File: config.mk
export PLATFORM = sky130hd
export DESIGN_NAME = serial_operand_feeder
export DESIGN_NICKNAME = d
export VERILOG_FILES = /design/src/rtl/serial_operand_feeder.sv
export SDC_FILE = /design/constraint.sdc
export NUM_CORES = 1
export LEC_CHECK = 0
export CAP_MARGIN = 20
export CORE_ASPECT_RATIO = 1.4
export CORE_UTILIZATION = 51
export CTS_BUF_LIST = sky130_fd_sc_hd__clkbuf_4
export CTS_CLUSTER_DIAMETER = 30
export CTS_CLUSTER_SIZE = 40
export DETAILED_ROUTE_END_ITERATION = 8
export PLACE_DENSITY = 0.93
export SYNTH_ARGS = -nofsm -noshare
export SYNTH_HDL_FRONTEND = slang
export SYNTH_SLANG_ARGS = --single-unit
File: constraint.sdc
create_clock -name CLK -period 1.77 [get_ports CLK]
set_input_delay 0.354 -clock CLK [delete_from_list [all_inputs] [get_ports CLK]]
set_output_delay 0.354 -clock CLK [all_outputs]
set_load 0.01 [all_outputs]
File: src/rtl/serial_operand_feeder.sv
// Upstream stage of a bit-serial adder: captures two parallel operands and
// emits them one bit pair per clock, LSB first, then one zero pair to drain the carry.
module serial_operand_feeder #(
    parameter int unsigned WIDTH = 8
) (
    input  logic             CLK,
    input  logic             RST,
    input  logic             LOAD_VALID,
    output logic             LOAD_READY,
    input  logic [WIDTH-1:0] OP_A,
    input  logic [WIDTH-1:0] OP_B,
    input  logic             ABORT,
    output logic             A_BIT,
    output logic             B_BIT,
    output logic             BIT_VALID,
    output logic             FIRST,
    output logic             LAST,
    output logic             BUSY,
    output logic             DONE
);

    localparam int unsigned CntW = $clog2(WIDTH + 1);
    localparam logic [CntW-1:0] LastCnt = CntW'(WIDTH - 1);

    typedef enum logic [1:0] {
        StIdle  = 2'b00,
        StShift = 2'b01,
        StFlush = 2'b10
    } state_e;

    state_e            state_q, state_d;
    logic [WIDTH-1:0]  sh_a_q, sh_a_d;
    logic [WIDTH-1:0]  sh_b_q, sh_b_d;
    logic [CntW-1:0]   cnt_q, cnt_d;
    logic              last_bit;

    assign last_bit = (cnt_q == LastCnt);

    always_ff @(posedge CLK or negedge RST) begin
        if (!RST) begin
            state_q <= StIdle;
            sh_a_q  <= '0;
            sh_b_q  <= '0;
            cnt_q   <= '0;
        end else begin
            state_q <= state_d;
            sh_a_q  <= sh_a_d;
            sh_b_q  <= sh_b_d;
            cnt_q   <= cnt_d;
        end
    end

    // Next-state: every exit to IDLE clears the datapath so nothing stale leaks out.
    always_comb begin
        state_d = state_q;
        sh_a_d  = sh_a_q;
        sh_b_d  = sh_b_q;
        cnt_d   = cnt_q;
        unique case (state_q)
            StIdle: begin
                if (LOAD_VALID && !ABORT) begin
                    sh_a_d  = OP_A;
                    sh_b_d  = OP_B;
                    cnt_d   = '0;
                    state_d = StShift;
                end
            end
            StShift: begin
                if (ABORT) begin
                    sh_a_d  = '0;
                    sh_b_d  = '0;
                    cnt_d   = '0;
                    state_d = StIdle;
                end else begin
                    sh_a_d = sh_a_q >> 1;
                    sh_b_d = sh_b_q >> 1;
                    cnt_d  = cnt_q + CntW'(1);
                    if (last_bit) begin
                        state_d = StFlush;
                    end
                end
            end
            StFlush: begin
                sh_a_d  = '0;
                sh_b_d  = '0;
                cnt_d   = '0;
                state_d = StIdle;
            end
            default: begin
                sh_a_d  = '0;
                sh_b_d  = '0;
                cnt_d   = '0;
                state_d = StIdle;
            end
        endcase
    end

    // Outputs decode registered state only; no input reaches an output combinationally.
    always_comb begin
        LOAD_READY = 1'b0;
        A_BIT      = 1'b0;
        B_BIT      = 1'b0;
        BIT_VALID  = 1'b0;
        FIRST      = 1'b0;
        LAST       = 1'b0;
        BUSY       = 1'b0;
        DONE       = 1'b0;
        unique case (state_q)
            StIdle: begin
                LOAD_READY = 1'b1;
            end
            StShift: begin
                A_BIT     = sh_a_q[0];
                B_BIT     = sh_b_q[0];
                BIT_VALID = 1'b1;
                BUSY      = 1'b1;
                FIRST     = (cnt_q == '0);
                LAST      = last_bit;
            end
            StFlush: begin
                BUSY = 1'b1;
                DONE = 1'b1;
            end
            default: begin
                LOAD_READY = 1'b0;
            end
        endcase
    end

endmodule

==> results of run 1 <==
[synth_stat cells, drive strengths merged]
library cell,count,area [sq um]
o22a,1,8.76
ha,7,87.6
a211o,1,8.76
dfrtp,22,551
a22oi,14,105
clkbuf,1,3.75
mux2,2,22.5
nor2,1,3.75
inv,6,22.5
and2b,1,7.51
nand2b,2,20.0
a211oi,2,15.0
a2111oi,1,8.76
o21ai,14,108
nand3b,1,7.51
and2,3,18.8
nand2,2,7.51
a31oi,1,6.26
and3,1,6.26
nor3,1,5.00
mux2i,2,20.0
buf,8,57.6
nand3,15,75.1
a21oi,2,10.0
a22o,1,8.76
o2bb2ai,1,8.76
nor2b,4,25.0
[critical path: cells and delay by family (launching register included)]
| kind | cells | cell delay, ns |
|---|---|---|
| simple gates | 2 | 0.17 |
| fa+ha+maj | 1 | 0.16 |
| flops | 1 | 0.42 |
| buf+inv | 3 | 0.38 |
[final cells by class]
class,instances,area [sq um]
tap,22,27.5
fill,153,558
multi-input combinational,80,623
sequential,22,552
clock inverter,1,30.0
clock buffer,3,22.5
inverter,6,22.5
timing repair buffer,47,392
[logic make-up after synthesis]
family | count (synthesis) | synth area share [%]
AO/OA/AOI/OAI | 38 | 23.4
AND/OR/NAND/NOR | 31 | 14.4
flip-flops | 22 | 44.8
buffers and inverters | 15 | 6.82
adder cells (fa/ha/maj) | 7 | 7.13
multiplexers | 4 | 3.46
[report_power, final]
part	internal, W	total [W]	switching, W
Sequential	0.000683	0.000800	0.000116
Combinational	0.000553	0.00120	0.000642
Clock	0.000229	0.000397	0.000168
[flip-flops by register name (all words and copies together), names as in the netlist]
signal / count
state_q: 2
sh_a_q: 8
sh_b_q: 8
cnt_q: 4
[layer usage]
layer / GRT usage (%) / part of all wire, % / vias to the layer above
li1: - / - / 510
met1: 30.9 / 42 / 534
met2: 42.2 / 50 / 35
met3: 3.93 / 4.0 / 13
met4: 14.3 / 4.2 / 0
met5: 0 / 0 / -
[repair_timing]
| item | 4_1_cts | 5_1_grt |
|---|---|---|
| pin swaps | 0 | 0 |
| buffers inserted | 6 | 1 |
| endpoints found under the setup margin | 8 | 20 |
| gates resized for setup | 18 | 15 |
[per-stage QoR]
stage / worst slack (ns) / hold WS, ns / area [sq um]
floorplan: 0.259 / 0.0584 / 1230
global placement: -0.00501 / 0.483 / 1560
detailed placement: -0.0574 / 0.499 / 1560
CTS: -0.0423 / 0.363 / 1660
global route: -0.0592 / 0.374 / 1670
finish: -0.0162 / 0.357 / 1670
[worst paths after layout]
check	depth (start not counted)	to	startpoint	slack [ns]
worst max-delay path	6	FIRST	cnt_q[0]	-0.02
worst min-delay path	2	sh_b_q[6]	RST	0.36
worst max register to register	7	sh_b_q[2]	state_q[1]	0.05
worst min register to register	2	sh_b_q[1]	sh_b_q[1]	0.52
max in group asynchronous	2	state_q[0]	RST	1.17
min in group CLK	2	sh_b_q[1]	sh_b_q[1]	0.52
==> metrics.md, run 1 <==
| Metric | Value |
|---|---|
| Status | `finished with violations` |
| Failing checks | `design-rule violations, negative setup slack` |
| Vias in the first global route | `1049` |
| Core area | `roughly 0.0022 sq mm` |
| RSZ-0062 raised after global routing | `yes` |
| Wire length of the first global-routing pass | `about 4700 microns` |
| Vias | `roughly 1100` |
| Mapped Cells | `~120` |
| Most frequent cells in the layout | `dfrtp_1 (21), clkdlybuf4s50_1 (19), buf_4 (19)` |
| GRT Overall Usage | `approximately 25%` |
| Fin nets | `187` |
| Mapped Area | `around 0.0012 sq mm` |
| Starting Density | `a little under three fifths` |
| Slew @ Worst Pin | `about 0.37 ns` |
| Clk buf depth | `2` |
| Clk slew on worst S/H paths | `about 0.14 ns` |
| CP peak stage delay | `roughly 0.42 ns` |
| Buffers added on ports | `27` |
| FP Rows | `20` |
| Boundary Pins | `28` |
| DRT Pass-1 Iters | `6` |
| Detailed Route Iter0 Violations | `36` |
| Setup TNS | `-0.0162 ns` |
| Crit start category | `flip-flop` |
| Largest net degree at the start of global routing | `31` |
| Clock sinks | `22` |
| Synth Warn # | `0` |
| Fin crit period | `between 1.5 and 2 ns` |
| Max frequency | `560 MHz` |
| Detail Route Antenna Nets | `0` |
| Die height | `about 60 microns` |
| Ant diodes | `0` |
| Overall power | `0.00239 W` |
| Crit end category | `output pin` |
| Sequential area share after synthesis | `44.8%` |
| Final WL | `roughly 3100 microns` |
| Crit path DAT | `about 1.4 ns` |
| Final worst path period share | `101%` |
| Final worst setup slack | `-0.0162 ns` |
| Worst path cell trace | `buf_4 -> inv_2 -> ha_1 -> nand2_1 -> nor3_2 -> buf_2` |
| HPWL after detailed placement | `roughly 1900 microns` |
| Final Util | `around three quarters` |
| Synth cell types | `31` |
| Per-cell routed wire length | `~17 microns` |
| Final setup viols | `1` |
| Area grow syn2layout | `35.8%` |
| DIE WIDTH | `43.5 microns` |
| Worst Hold Class | `input pin to async pin` |
| Initial antenna violation count | `0` |
| Routability cong. | `~0.9` |
| Syn_nets | `roughly 140` |
| Dpl cells | `170` |
| Max-Cap Viols | `0` |
| Overflow left after global routing | `0` |
| Number of H-tree levels | `1` |
| Final Hold Fails | `0` |
| Most common cell after layout, fill and taps aside | `dfrtp_1` |
| Crit path kind | `flip-flop to output pin` |
| Clock Tree Root | `clkbuf_4` |
| Flops & latches, synth | `22` |
| Relative slew slack | `between 70 and 80%` |
| Critical Path RT | `1.42 ns` |
| Layout cells sized above 1 | `32.7%` |
| Num CTS Buffers | `3` |
| # DRC | `4` |
| Clk_lat worst skew | `around 0.32 ns` |
| Post-CTS Hold Buffers | `0` |
| Max Fanout on Critical Path | `2` |
| Crit-path slowest cell | `dfrtp_1` |
| CTS tree | `built` |
| PwrDens | `1430 mW/mm^2` |
| Vias per cell | `6.03` |
| Post-Layout Cell Count | `~180` |
| Peak VDD IR | `938 uV` |
| P_leak | `0.783 nW` |
| Worst Skew | `between 0.01 and 0.015 ns` |
| Average size of a mapped cell | `roughly 11 sq um` |
| Final Max Slew Viols | `0` |
| Die area | `between 0.002 and 0.003 sq mm` |
No activity file was read; power rests on OpenSTA's default activity.
==> inputs of run 2 (changes only) <==
--- a/config.mk
+++ b/config.mk
@@ -7,12 +7,12 @@
 export LEC_CHECK = 0
 export CAP_MARGIN = 20
 export CORE_ASPECT_RATIO = 1.4
-export CORE_UTILIZATION = 51
+export CORE_UTILIZATION = 35
 export CTS_BUF_LIST = sky130_fd_sc_hd__clkbuf_4
 export CTS_CLUSTER_DIAMETER = 30
 export CTS_CLUSTER_SIZE = 40
 export DETAILED_ROUTE_END_ITERATION = 8
-export PLACE_DENSITY = 0.93
+export PLACE_DENSITY = 0.71
 export SYNTH_ARGS = -nofsm -noshare
 export SYNTH_HDL_FRONTEND = slang
 export SYNTH_SLANG_ARGS = --single-unit
==> run 2 against run 1 <==
The flow now finishes without violations. Fmax increased by 5.1%. Sequential power decreased by 2%. Global-route usage is 9.0 points lower. Total power decreased by 6.1%. First-iteration DRC count grew 2.8%. Cell count is 8.3% higher. Design area increased by 1.1%. Die area grew 44%. Register-to-register slack better by 0.04 ns. Critical path type unchanged. Largest cell class unchanged. Largest power group unchanged.
==> metrics.md, run 2 (synthesis gave the netlist of run 1 again) <==
| Metric | Value |
|---|---|
| Relative slew slack | `76.5% (+1.6 points)` |
| Peak VDD IR | `566 uV (-40%)` |
| Crit start category | `flip-flop` |
| Slew @ Worst Pin | `0.344 ns (-0.0229 ns)` |
| Dpl cells | `188 (+11%)` |
| # DRC | `0 (-4)` |
| Worst Hold Class | `input pin to async pin` |
| Number of H-tree levels | `1 (unchanged)` |
| Crit end category | `output pin` |
| Routability cong. | `0.788 (-13%)` |
| Fin nets | `185 (-1.1%)` |
| Starting Density | `36.4% (-19 points)` |
| Ant diodes | `0 (unchanged)` |
| Max Fanout on Critical Path | `3 (+1)` |
| Clk buf depth | `2 (unchanged)` |
| Max-Cap Viols | `0 (unchanged)` |
| Num CTS Buffers | `3 (unchanged)` |
| Final setup viols | `0 (-1)` |
| Vias per cell | `5.26 (-13%)` |
| Buffers added on ports | `27 (unchanged)` |
| CP peak stage delay | `0.38 ns (-0.04 ns)` |
| GR Util met2 | `29.3% (-13 points)` |
| Per-cell routed wire length | `14.4 microns (-15%)` |
| Worst path cell trace | `inv_2 -> buf_4 -> ha_4 -> clkdlybuf4s15_1` |
| Launch point of the worst reg-to-reg path | `state_q[0]` |
| Layout cells sized above 1 | `30.1% (-2.6 points)` |
| Critical Path RT | `1.42 ns (about the same)` |
| CTS tree | `built` |
| Crit path DAT | `1.34 ns (-0.09 ns)` |
| Final Max Slew Viols | `0 (unchanged)` |
| HPWL after detailed placement | `2020 microns (+5.6%)` |
| Max frequency | `589 MHz (+5.1%)` |
| Worst Skew | `0.00533 ns (-0.00645 ns)` |
| Clk_lat worst skew | `0.30 ns (-0.02 ns)` |
| Grt peak-use layer | `met2` |
| Final worst path period share | `96.0% (-4.9 points)` |
| Overall power | `0.00225 W (-6.1%)` |
| Final WL | `2830 microns (-8.0%)` |
| Most common cell after layout, fill and taps aside | `dfrtp_1` |
| Vias in the first global route | `1029 (-1.9%)` |
| Die area | `0.00375 sq mm (+44%)` |
| M1 GR Usage | `18.4% (-12 points)` |
| GRT met3 Usage | `2.31% (-1.6 points)` |
| Clock sinks | `22 (unchanged)` |
| PwrDens | `1330 mW/mm^2 (-7.1%)` |
| Delay-heaviest family, CP | `buffers and inverters` |
| Vias | `1031 (-5.6%)` |
| R2r setup slk | `0.09 ns (+0.04 ns)` |
| Crit-path slowest cell | `dfrtp_1` |
| Fin crit period | `1.70 ns (-0.0873 ns)` |
| Final Hold Fails | `0 (unchanged)` |
| Post-Layout Cell Count | `196 (+8.3%)` |
| P_leak | `0.757 nW (-3.3%)` |
| FP Rows | `25 (+25%)` |
| DRT Pass-1 Iters | `4 (-2)` |
| R2r worst-path depth | `6 (-1)` |
| Boundary Pins | `28 (unchanged)` |
| Status | `finished, final reports clean` |
| Crit path kind | `flip-flop to output pin` |
| Most frequent cells in the layout | `dfrtp_1 (22), clkdlybuf4s50_1 (19), buf_4 (17)` |
| Fill cells | `311 (+100%)` |
| WP buf/inv | `3 (unchanged)` |
| DIE WIDTH | `52.1 microns (+20%)` |
| Detail Route Antenna Nets | `0 (unchanged)` |
| Clk slew on worst S/H paths | `0.12 ns (-0.02 ns)` |
| Clock Tree Root | `clkbuf_4` |
| GRT Overall Usage | `16.3% (-9.0 points)` |
| Overflow left after global routing | `0 (unchanged)` |
| Dpl cell area | `0.00159 sq mm (+1.4%)` |
| Wire length of the first global-routing pass | `4550 microns (-3.4%)` |
| Initial antenna violation count | `0 (unchanged)` |
| Detailed Route Iter0 Violations | `37 (+2.8%)` |
| Core area | `0.00338 sq mm (+52%)` |
| Largest net degree at the start of global routing | `23 (-26%)` |
| Area grow syn2layout | `37.4%` |
| Worst R2R End | `state_q[0]` |
| Die height | `72.1 microns (+20%)` |
| Fin area | `0.00169 sq mm (+1.1%)` |
| Top flop regs | `sh_a_q x8, sh_b_q x8, cnt_q x4` |
-- run 2: timing repair --
action	CTS	global route
gates resized for setup	23	13
endpoints found under the setup margin	8	5
hold buffers	0	0
buffers inserted	3	2
pin swaps	0	1
hold endpoints to repair	0	0
-- run 2: worst max path at each step --
| stage | to | depth (start not counted) | start | slack, ns |
|---|---|---|---|---|
| after detailed placement | sh_b_q[1] | 5 | ABORT | -0.04 |
| after global routing | FIRST | 6 | cnt_q[1] | -0.004 |
| after floorplan | state_q[0] | 5 | state_q[1] | 0.26 |
| after CTS | LAST | 5 | state_q[0] | -0.006 |
| after global placement | state_q[0] | 4 | ABORT | -0.004 |
| final | BUSY | 4 | state_q[1] | 0.07 |
-- run 2: final cells by class --
type	count	area, sq um	share of cell area, %
Sequential cell	22	551	32.6
Multi-Input combinational cell	80	652	38.6
Tap cell	40	50.0	2.97
Inverter	6	27.5	1.63
Timing Repair Buffer	45	385	22.8
Clock buffer	3	22.5	1.33
-- run 2: worst register-to-register path, cell delays in order (launching register included) --
cell and delay (ns):
dfrtp_1 0.40, buf_4 0.16, ha_4 0.17, buf_4 0.14, and2b_1 0.20, a22oi_2 0.16, mux2_2 0.35
-- run 2: power by group --
group          internal, W  switching (W)
clock network    0.0000792       0.000140
logic             0.000605       0.000634
registers         0.000681       0.000106
-- run 2: layer usage --
| metal | vias to the layer above | part of all wire [%] |
|---|---|---|
| met4 | 0 | 1.5 |
| li1 | 506 | - |
| met3 | 4 | 4.2 |
| met2 | 23 | 51 |
| met5 | - | 0 |
| met1 | 498 | 43 |
-- run 2: stage by stage --
step	util [%]	hold slack [ns]	worst slack [ns]	setup TNS, ns
finish	50.0	0.383	0.0711	0
CTS	49.1	0.393	-0.00598	-0.00598
floorplan	-	0.0584	0.259	0
global route	50.0	0.397	-0.00364	-0.00495
global placement	46.9	0.486	-0.00411	-0.00411
detailed placement	46.9	0.494	-0.0411	-0.0495
